`src/rtl/reg_bus_arbiter.sv`:
```
// Round-robin arbiter sharing one register-bank port between two requesters.
// Latency: bank request one edge after the request is seen; sN_rdy one edge after m_rdy.
// Backpressure: requesters hold cs until rdy; the loser waits. Optional watchdog under REG_ARB_TIMEOUT_EN.
module reg_bus_arbiter #(
  parameter int unsigned ADDR_WIDTH     = 16,
  parameter int unsigned DATA_WIDTH     = 16,
  parameter int unsigned TIMEOUT_CYCLES = 255,
  parameter logic [15:0] ERR_DATA       = 16'hDEAD
) (
  input  logic                  clk,
  input  logic                  rst,
  input  logic                  s0_cs,
  input  logic [ADDR_WIDTH-1:0] s0_addr,
  input  logic                  s0_wr_en,
  input  logic                  s0_rd_en,
  input  logic [DATA_WIDTH-1:0] s0_data_wr,
  output logic [DATA_WIDTH-1:0] s0_data_rd,
  output logic                  s0_rdy,
  input  logic                  s1_cs,
  input  logic [ADDR_WIDTH-1:0] s1_addr,
  input  logic                  s1_wr_en,
  input  logic                  s1_rd_en,
  input  logic [DATA_WIDTH-1:0] s1_data_wr,
  output logic [DATA_WIDTH-1:0] s1_data_rd,
  output logic                  s1_rdy,
  output logic                  m_cs,
  output logic [ADDR_WIDTH-1:0] m_addr,
  output logic                  m_wr_en,
  output logic                  m_rd_en,
  output logic [DATA_WIDTH-1:0] m_data_wr,
  input  logic [DATA_WIDTH-1:0] m_data_rd,
  input  logic                  m_rdy,
  output logic                  grant,
  output logic                  busy,
  output logic                  err
);

  typedef enum logic [1:0] {ST_IDLE, ST_WAIT, ST_RESP} state_t;

  localparam logic [DATA_WIDTH-1:0] ERR_RD = DATA_WIDTH'(ERR_DATA);

  state_t                state_q, state_d;
  logic                  last_grant_q, last_grant_d;
  logic                  grant_q, grant_d;
  logic                  aborted_q, aborted_d;
  logic                  busy_q, busy_d;
  logic                  err_q, err_d;
  logic                  m_cs_q, m_cs_d;
  logic [ADDR_WIDTH-1:0] m_addr_q, m_addr_d;
  logic                  m_wr_en_q, m_wr_en_d;
  logic                  m_rd_en_q, m_rd_en_d;
  logic [DATA_WIDTH-1:0] m_data_wr_q, m_data_wr_d;
  logic [DATA_WIDTH-1:0] s0_data_rd_q, s0_data_rd_d;
  logic [DATA_WIDTH-1:0] s1_data_rd_q, s1_data_rd_d;
  logic                  s0_rdy_q, s0_rdy_d;
  logic                  s1_rdy_q, s1_rdy_d;

  logic                  req0, req1, sel, sel_wr, gnt_cs, abort_now, expired;
  logic [ADDR_WIDTH-1:0] sel_addr;
  logic [DATA_WIDTH-1:0] sel_data_wr, rsp_data;

  // A request needs cs plus at least one strobe; wr_en wins when both strobes are set.
  assign req0        = s0_cs & (s0_wr_en | s0_rd_en);
  assign req1        = s1_cs & (s1_wr_en | s1_rd_en);
  assign sel         = req1 & (~req0 | ~last_grant_q);
  assign sel_addr    = sel ? s1_addr    : s0_addr;
  assign sel_data_wr = sel ? s1_data_wr : s0_data_wr;
  assign sel_wr      = sel ? s1_wr_en   : s0_wr_en;
  assign gnt_cs      = grant_q ? s1_cs : s0_cs;
  // A cs drop on the completing edge itself also discards the response.
  assign abort_now   = aborted_q | ~gnt_cs;
  assign rsp_data    = expired ? ERR_RD : m_data_rd;

`ifdef REG_ARB_TIMEOUT_EN
  localparam logic [15:0] TO_LAST = 16'(TIMEOUT_CYCLES - 1);
  logic [15:0] cnt_q, cnt_d;
  // m_rdy on the expiry edge wins, so expiry requires m_rdy low.
  assign expired = (state_q == ST_WAIT) && !m_rdy && (cnt_q == TO_LAST);
`else
  assign expired = 1'b0;
`endif

  // Next-state and next-output computation for the IDLE -> WAIT -> RESP sequence.
  always_comb begin
    state_d      = state_q;
    last_grant_d = last_grant_q;
    grant_d      = grant_q;
    aborted_d    = aborted_q;
    m_cs_d       = m_cs_q;
    m_addr_d     = m_addr_q;
    m_wr_en_d    = m_wr_en_q;
    m_rd_en_d    = m_rd_en_q;
    m_data_wr_d  = m_data_wr_q;
    s0_data_rd_d = s0_data_rd_q;
    s1_data_rd_d = s1_data_rd_q;
    s0_rdy_d     = 1'b0;
    s1_rdy_d     = 1'b0;
    err_d        = 1'b0;
`ifdef REG_ARB_TIMEOUT_EN
    cnt_d        = cnt_q;
`endif
    case (state_q)
      ST_IDLE: begin
        aborted_d = 1'b0;
        if (req0 || req1) begin
          state_d      = ST_WAIT;
          grant_d      = sel;
          last_grant_d = sel;
          m_cs_d       = 1'b1;
          m_addr_d     = sel_addr;
          m_data_wr_d  = sel_data_wr;
          m_wr_en_d    = sel_wr;
          m_rd_en_d    = ~sel_wr;
`ifdef REG_ARB_TIMEOUT_EN
          cnt_d        = '0;
`endif
        end
      end
      ST_WAIT: begin
`ifdef REG_ARB_TIMEOUT_EN
        cnt_d = cnt_q + 16'd1;
`endif
        if (!gnt_cs) aborted_d = 1'b1;
        if (m_rdy || expired) begin
          state_d   = ST_RESP;
          m_cs_d    = 1'b0;
          m_wr_en_d = 1'b0;
          m_rd_en_d = 1'b0;
          err_d     = expired;
          if (!abort_now) begin
            if (grant_q) begin
              s1_rdy_d = 1'b1;
              if (m_rd_en_q) s1_data_rd_d = rsp_data;
            end else begin
              s0_rdy_d = 1'b1;
              if (m_rd_en_q) s0_data_rd_d = rsp_data;
            end
          end
        end
      end
      // One idle-bound cycle lets the requester drop cs before re-arbitration.
      ST_RESP: state_d = ST_IDLE;
      default: state_d = ST_IDLE;
    endcase
    busy_d = (state_d != ST_IDLE);
  end

  // All state and outputs are registered; reset drops the bank request immediately.
  always_ff @(posedge clk or posedge rst) begin
    if (rst) begin
      state_q      <= ST_IDLE;
      last_grant_q <= 1'b1;
      grant_q      <= 1'b0;
      aborted_q    <= 1'b0;
      busy_q       <= 1'b0;
      err_q        <= 1'b0;
      m_cs_q       <= 1'b0;
      m_addr_q     <= '0;
      m_wr_en_q    <= 1'b0;
      m_rd_en_q    <= 1'b0;
      m_data_wr_q  <= '0;
      s0_data_rd_q <= '0;
      s1_data_rd_q <= '0;
      s0_rdy_q     <= 1'b0;
      s1_rdy_q     <= 1'b0;
`ifdef REG_ARB_TIMEOUT_EN
      cnt_q        <= '0;
`endif
    end else begin
      state_q      <= state_d;
      last_grant_q <= last_grant_d;
      grant_q      <= grant_d;
      aborted_q    <= aborted_d;
      busy_q       <= busy_d;
      err_q        <= err_d;
      m_cs_q       <= m_cs_d;
      m_addr_q     <= m_addr_d;
      m_wr_en_q    <= m_wr_en_d;
      m_rd_en_q    <= m_rd_en_d;
      m_data_wr_q  <= m_data_wr_d;
      s0_data_rd_q <= s0_data_rd_d;
      s1_data_rd_q <= s1_data_rd_d;
      s0_rdy_q     <= s0_rdy_d;
      s1_rdy_q     <= s1_rdy_d;
`ifdef REG_ARB_TIMEOUT_EN
      cnt_q        <= cnt_d;
`endif
    end
  end

  assign m_cs       = m_cs_q;
  assign m_addr     = m_addr_q;
  assign m_wr_en    = m_wr_en_q;
  assign m_rd_en    = m_rd_en_q;
  assign m_data_wr  = m_data_wr_q;
  assign s0_data_rd = s0_data_rd_q;
  assign s1_data_rd = s1_data_rd_q;
  assign s0_rdy     = s0_rdy_q;
  assign s1_rdy     = s1_rdy_q;
  assign grant      = grant_q;
  assign busy       = busy_q;
  assign err        = err_q;

endmodule

```
`config.mk`:
```
export PLATFORM = sky130hd
export DESIGN_NAME = reg_bus_arbiter
export DESIGN_NICKNAME = d
export VERILOG_FILES = /design/src/rtl/reg_bus_arbiter.sv
export SDC_FILE = /design/constraint.sdc
export NUM_CORES = 1
export LEC_CHECK = 0
export BUFFER_PORTS_ARGS = -buffer_cell sky130_fd_sc_hd__buf_2
export CAP_MARGIN = 20
export CORE_ASPECT_RATIO = 1.25
export CORE_MARGIN = 10
export CORE_UTILIZATION = 37
export CTS_CLUSTER_DIAMETER = 120
export DETAILED_ROUTE_END_ITERATION = 6
export PLACE_DENSITY = 0.67
export SLEW_MARGIN = 20
export SYNTH_ARGS = -nofsm -noshare
export SYNTH_HDL_FRONTEND = slang
export SYNTH_SLANG_ARGS = --single-unit
```
`constraint.sdc`:
```
create_clock -name clk -period 2.6 [get_ports clk]
set_input_delay 0.13 -clock clk [delete_from_list [all_inputs] [get_ports clk]]
set_output_delay 0.13 -clock clk [all_outputs]
set_load 0.02 [all_outputs]
```
# --- After elaboration in Yosys (flattened, before gate mapping) ---
# Cells that the tools add are included.
word_totals:
  register_bits: 75
  latch_bits: 0
  mem_bits_rw: 0
  rom_bits: 0
  inputBits: 89
  elab_cells: 64
  memories: 0
op_classes:
  addsub: 0
  mul: 0
  n_div: 0
  magnitude_cmp: 0
  eq_ne: 4
  shift: 0
  mux: 24
  bitwise: 13
  n_reduce_logical: 9
ops:
  columns: ["operator", "n"]
  rows:
  - ["2-to-1 mux 16 bit", 2]
  - ["2-to-1 mux 1 bit", 15]
  - ["AND reduction 5 bit", 2]
  - ["one-hot mux 1 bit (2 select lines)", 4]
  - ["inequality test 2 bit, second input constant", 3]
  - ["NOT 1 bit", 6]
  - ["2-to-1 mux 2 bit", 2]
  - ["bitwise OR 1 bit", 4]
  - ["one-hot mux 2 bit (2 select lines)", 1]
  - ["AND reduction 2 bit", 2]
  - ["nonzero test 2 bit", 2]
  - ["AND 1 bit", 3]
  - ["AND reduction 3 bit", 1]
  - ["== test 2 x 1 -> 1 bit, second input constant", 1]
  - ["logical NOT 2 bit", 1]
  - ["logical OR 1 bit", 1]

# --- Longest topological paths before layout ---
depth:
  word_depth: 9
  depth_mapped: 7

# --- Worst setup path before layout ---
# OpenSTA, ideal clock, no wires.
synth_timing:
  path_kind: "flip-flop to flip-flop"
  start: "reg state_q[1]"
  end: "reg s0_data_rd_q[0], in the netlist s0_data_rd[0]"
  setup_ns: 0.125
  t_arrival_ns: 1.477
  required_time_ns: 2.475
  path_slack_ns: 0.998
  stages_incl_launch_ff: 6
  n_path_buf: 1
  synth_period_minus_slack_ns: 1.602
  path_cell_list: "dfrtp_1 nand3b_4 nor4b_4 nand2_4 buf_6 mux2_4"
synth_between:
  elab_chain_len: 2
synth_rtl:
  columns: ["item", "line", "text"]
  rows:
  - ["start: declaration", "42", "state_t state_q, state_d;"]
  - ["start signal: assignment", "170", "state_q <= state_d;"]
  - ["== test 2 x 1 -> 1 bit", "102", "case (state_q)"]
  - ["AND reduction 5 bit (no source line)", null, null]
  - ["end signal: assignment", "181", "s0_data_rd_q <= s0_data_rd_d;"]
  - ["end: declaration", "53", "logic [DATA_WIDTH-1:0] s0_data_rd_q, s0_data_rd_d;"]
# Every way passes these cells.
# A chain may end at the register's enable or synchronous reset.

# --- Worst setup path after layout ---
layout_timing:
  start: "reg state_q[1]"
  end: "reg s0_data_rd_q[9], in the netlist s0_data_rd[9]"
# Same word-level chain as after synthesis.

==> results_dict.tcl <==
set metrics [dict create \
    outcome "finished clean" \
    antenna_found_initial 1 \
    fillers 761 \
    postSynthCellCount 253 \
    intPower_w 0.00308 \
    dr.pass1.iters 4 \
    tightest_slew_ps 680 \
    hold_class "primary input to flip-flop" \
    final_area_um2 4310 \
    synth_area_leader_cell "dfrtp_1" \
    worstPathMaxFanout 16 \
    leakagePower_nw 2.43 \
    vias 2429 \
    worstPathArrival_ps 1970 \
    io_buffers 159 \
    crit_required_ps 2810 \
    synth_commonest_cells "dfrtp_1 (74), nand2_1 (36), o21ai_0 (34)" \
    synth_area_um2 3200 \
    slew_viol_final 0 \
    ioPinCount 161 \
    synth_flop_cell "dfrtp_1" \
    p_clk_share_pct 19.4 \
    crit_path_start "state_q[1]" \
    avgViaCountPerCell 4.73 \
    power.net_switching_w 0.00203 \
    synth-edff-count 0 \
    clockRootBuffer "clkbuf_8" \
    fmax_ghz 0.569 \
    hold_violations 0 \
    ys_seq_area_share_pct 58.6 \
    numCtsBuffers 9 \
    yosysWarnings 0 \
    initial_utilization_pct 38.4 \
    grt_max_degree 65 \
    clk_latency_ps 340 \
    slew_headroom_pct 54.6 \
    track_usage_pct 13.3 \
    coreArea_um2 8330 \
    power.density_nw_per_um2 1190 \
    post_cts.repair.setup_buffers 0 \
    p_seq_share_pct 38.9 \
    switching_share_pct 39.7 \
    drv_cap 0 \
    die_area_um2 12800 \
    htreeDepth 3 \
    synth_cell_types 30 \
    wire_per_inst_um 16.6 \
    die_w_um 103 \
    grt_pass1_vias 2672 \
    cts_tree "yes" \
    synth_area_leaders "dfrtp_1 (58%), mux2i_1 (10%), mux2_2 (7.7%), o21ai_0 (5.3%), mux2_4 (4.7%)" \
    die_y_um 124 \
    drc 0 \
    cp-end-kind "flip-flop" \
    hp-start "m_data_rd[7]" \
    min_period_over_period_pct 67.5 \
    cts_sinks 75 \
    synthArstFlopShare_pct 100 \
    area_growth_pct 34.4 \
    synth_top_area_share_pct 57.8 \
    clk_pin_slew_ps 80 \
    max-vdd-ir-drop_mv 0.412 \
    synth.net_count 342 \
    diodes 0 \
    dp_slack_ps 798 \
    r2r_slack_ps 840 \
    rows 37 \
    setup_tns_ps 0 \
    gp_congestion 0.779 \
    place_area_um2 4070 \
    fin_crit_ps 1760 \
    r2r_end "s0_data_rd[9]" \
    drive_gt1_share_pct 52.5 \
    finalSetupViolations 0 \
    rsz0062_at_grt "no" \
    worstSetupPathType "flip-flop to flip-flop" \
    avgSynthCellArea_um2 12.7 \
    multi_input_area_um2 1220 \
    fin_ws_ps 844 \
    power_frac_comb_pct 41.7 \
    reg2regPathDepth 4 \
    gr-total-overflow 0 \
    cts_buffer_depth 2 \
    grt_first_pass_wirelength_um 13300 \
    routed_wl_um 8540 \
    startpoint_type "flip-flop" \
    fin_nets 501 \
    r2r_start "state_q[1]" \
    ant_nets 0 \
    post-dp-hpwl_um 6670 \
    ff_latch_area_um2 1880 \
    dr.first_iter.drc_count 58 \
    whs_path_depth 2 \
    fin_skew_ps 16.0 \
    yosysMostFrequentCell "dfrtp_1" \
    synth_seq_cells 75 \
    min_to "s1_data_rd[7]" \
]
metrics by stage:
stage | instances | util [%] | power, W | hold WS, ps
after floorplan | 253 | - | 0.00338 | 237
after global placement | 497 | 48.9 | 0.00412 | 247
after detailed placement | 497 | 48.9 | 0.00419 | 264
after CTS | 514 | 51.7 | 0.00519 | 5.69
after global routing | 514 | 51.7 | 0.00546 | 2.47
final | 514 | 51.7 | 0.00510 | 27.9
cells by family after synthesis:
group / count (synthesis) / share of synthesized area (%)
AOI/OAI and AO/OA: 47 / 7.81
and+or+nand+nor: 48 / 7.58
DFF: 75 / 58.6
other: 1 / 0.117
buffers and inverters: 18 / 3.44
muxes: 64 / 22.4
final cells by class:
cell class,instances,area share [%]
clock buffers,12,3.37
clock inverters,4,1.77
inverters,3,0.291
multi-input cells,160,28.3
flip-flops and latches,75,43.6
well taps,97,2.82
repair buffers,163,19.8
how the worst max path moves through the flow:
stage	end	slack, ps	cells after the start
after floorplan	aborted_q	560	1
after global placement	m_addr[6]	890	6
after detailed placement	m_addr[12]	800	6
after CTS	m_addr[12]	840	4
after global routing	m_addr[12]	710	4
final	s0_data_rd[9]	840	4
flip-flops by register name, summed over array words and instances (netlist names):
signal        flops
m_addr           16
m_data_wr        16
s0_data_rd       16
s1_data_rd       16
state_q           2
aborted_q         1
busy              1
grant             1
last_grant_q      1
m_cs              1
m_rd_en           1
m_wr_en           1
s0_rdy            1
s1_rdy            1
layer usage:
metal  GRT usage [%]  wire length, µm
met3            6.81              944
met5               0                7
met1            15.9             3710
met4            4.70               94
met2            20.0             3790
placed cells by master (no fill, tap or decap), types with 3 or more instances in the layout:
| master | netlist | routed |
|---|---|---|
| dfrtp_1 | 74 | 74 |
| buf_2 | 4 | 159 |
| nor2_1 | 3 | 3 |
| o21ai_0 | 34 | 34 |
| a21oi_1 | 5 | 5 |
| clkbuf_8 | 0 | 10 |
| mux2i_1 | 32 | 32 |
| nand2_1 | 36 | 36 |
| mux2_4 | 10 | 10 |
| mux2_2 | 22 | 22 |
critical path, stage by stage (launching register included):
cell and delay (ps):
dfrtp_1 430, nand3b_4 220, nor4b_4 360, nand2_4 240, mux2_4 360
repair_timing:
action / CTS / global route
gates resized for setup: 0 / 0
endpoints found under the hold margin: 37 / 0
hold buffers: 1 / 0
power by group through the flow:
stage / Combinational [W] / Clock [W] / Sequential, W
final: 0.00213 / 0.000989 / 0.00198
after global routing: 0.00234 / 0.00107 / 0.00205
after global placement: 0.00214 / 0 / 0.00198
after detailed placement: 0.00219 / 0 / 0.00200
after floorplan: 0.000772 / 0 / 0.00260
after CTS: 0.00218 / 0.00102 / 0.00199
No activity file was read; power rests on OpenSTA's default activity.
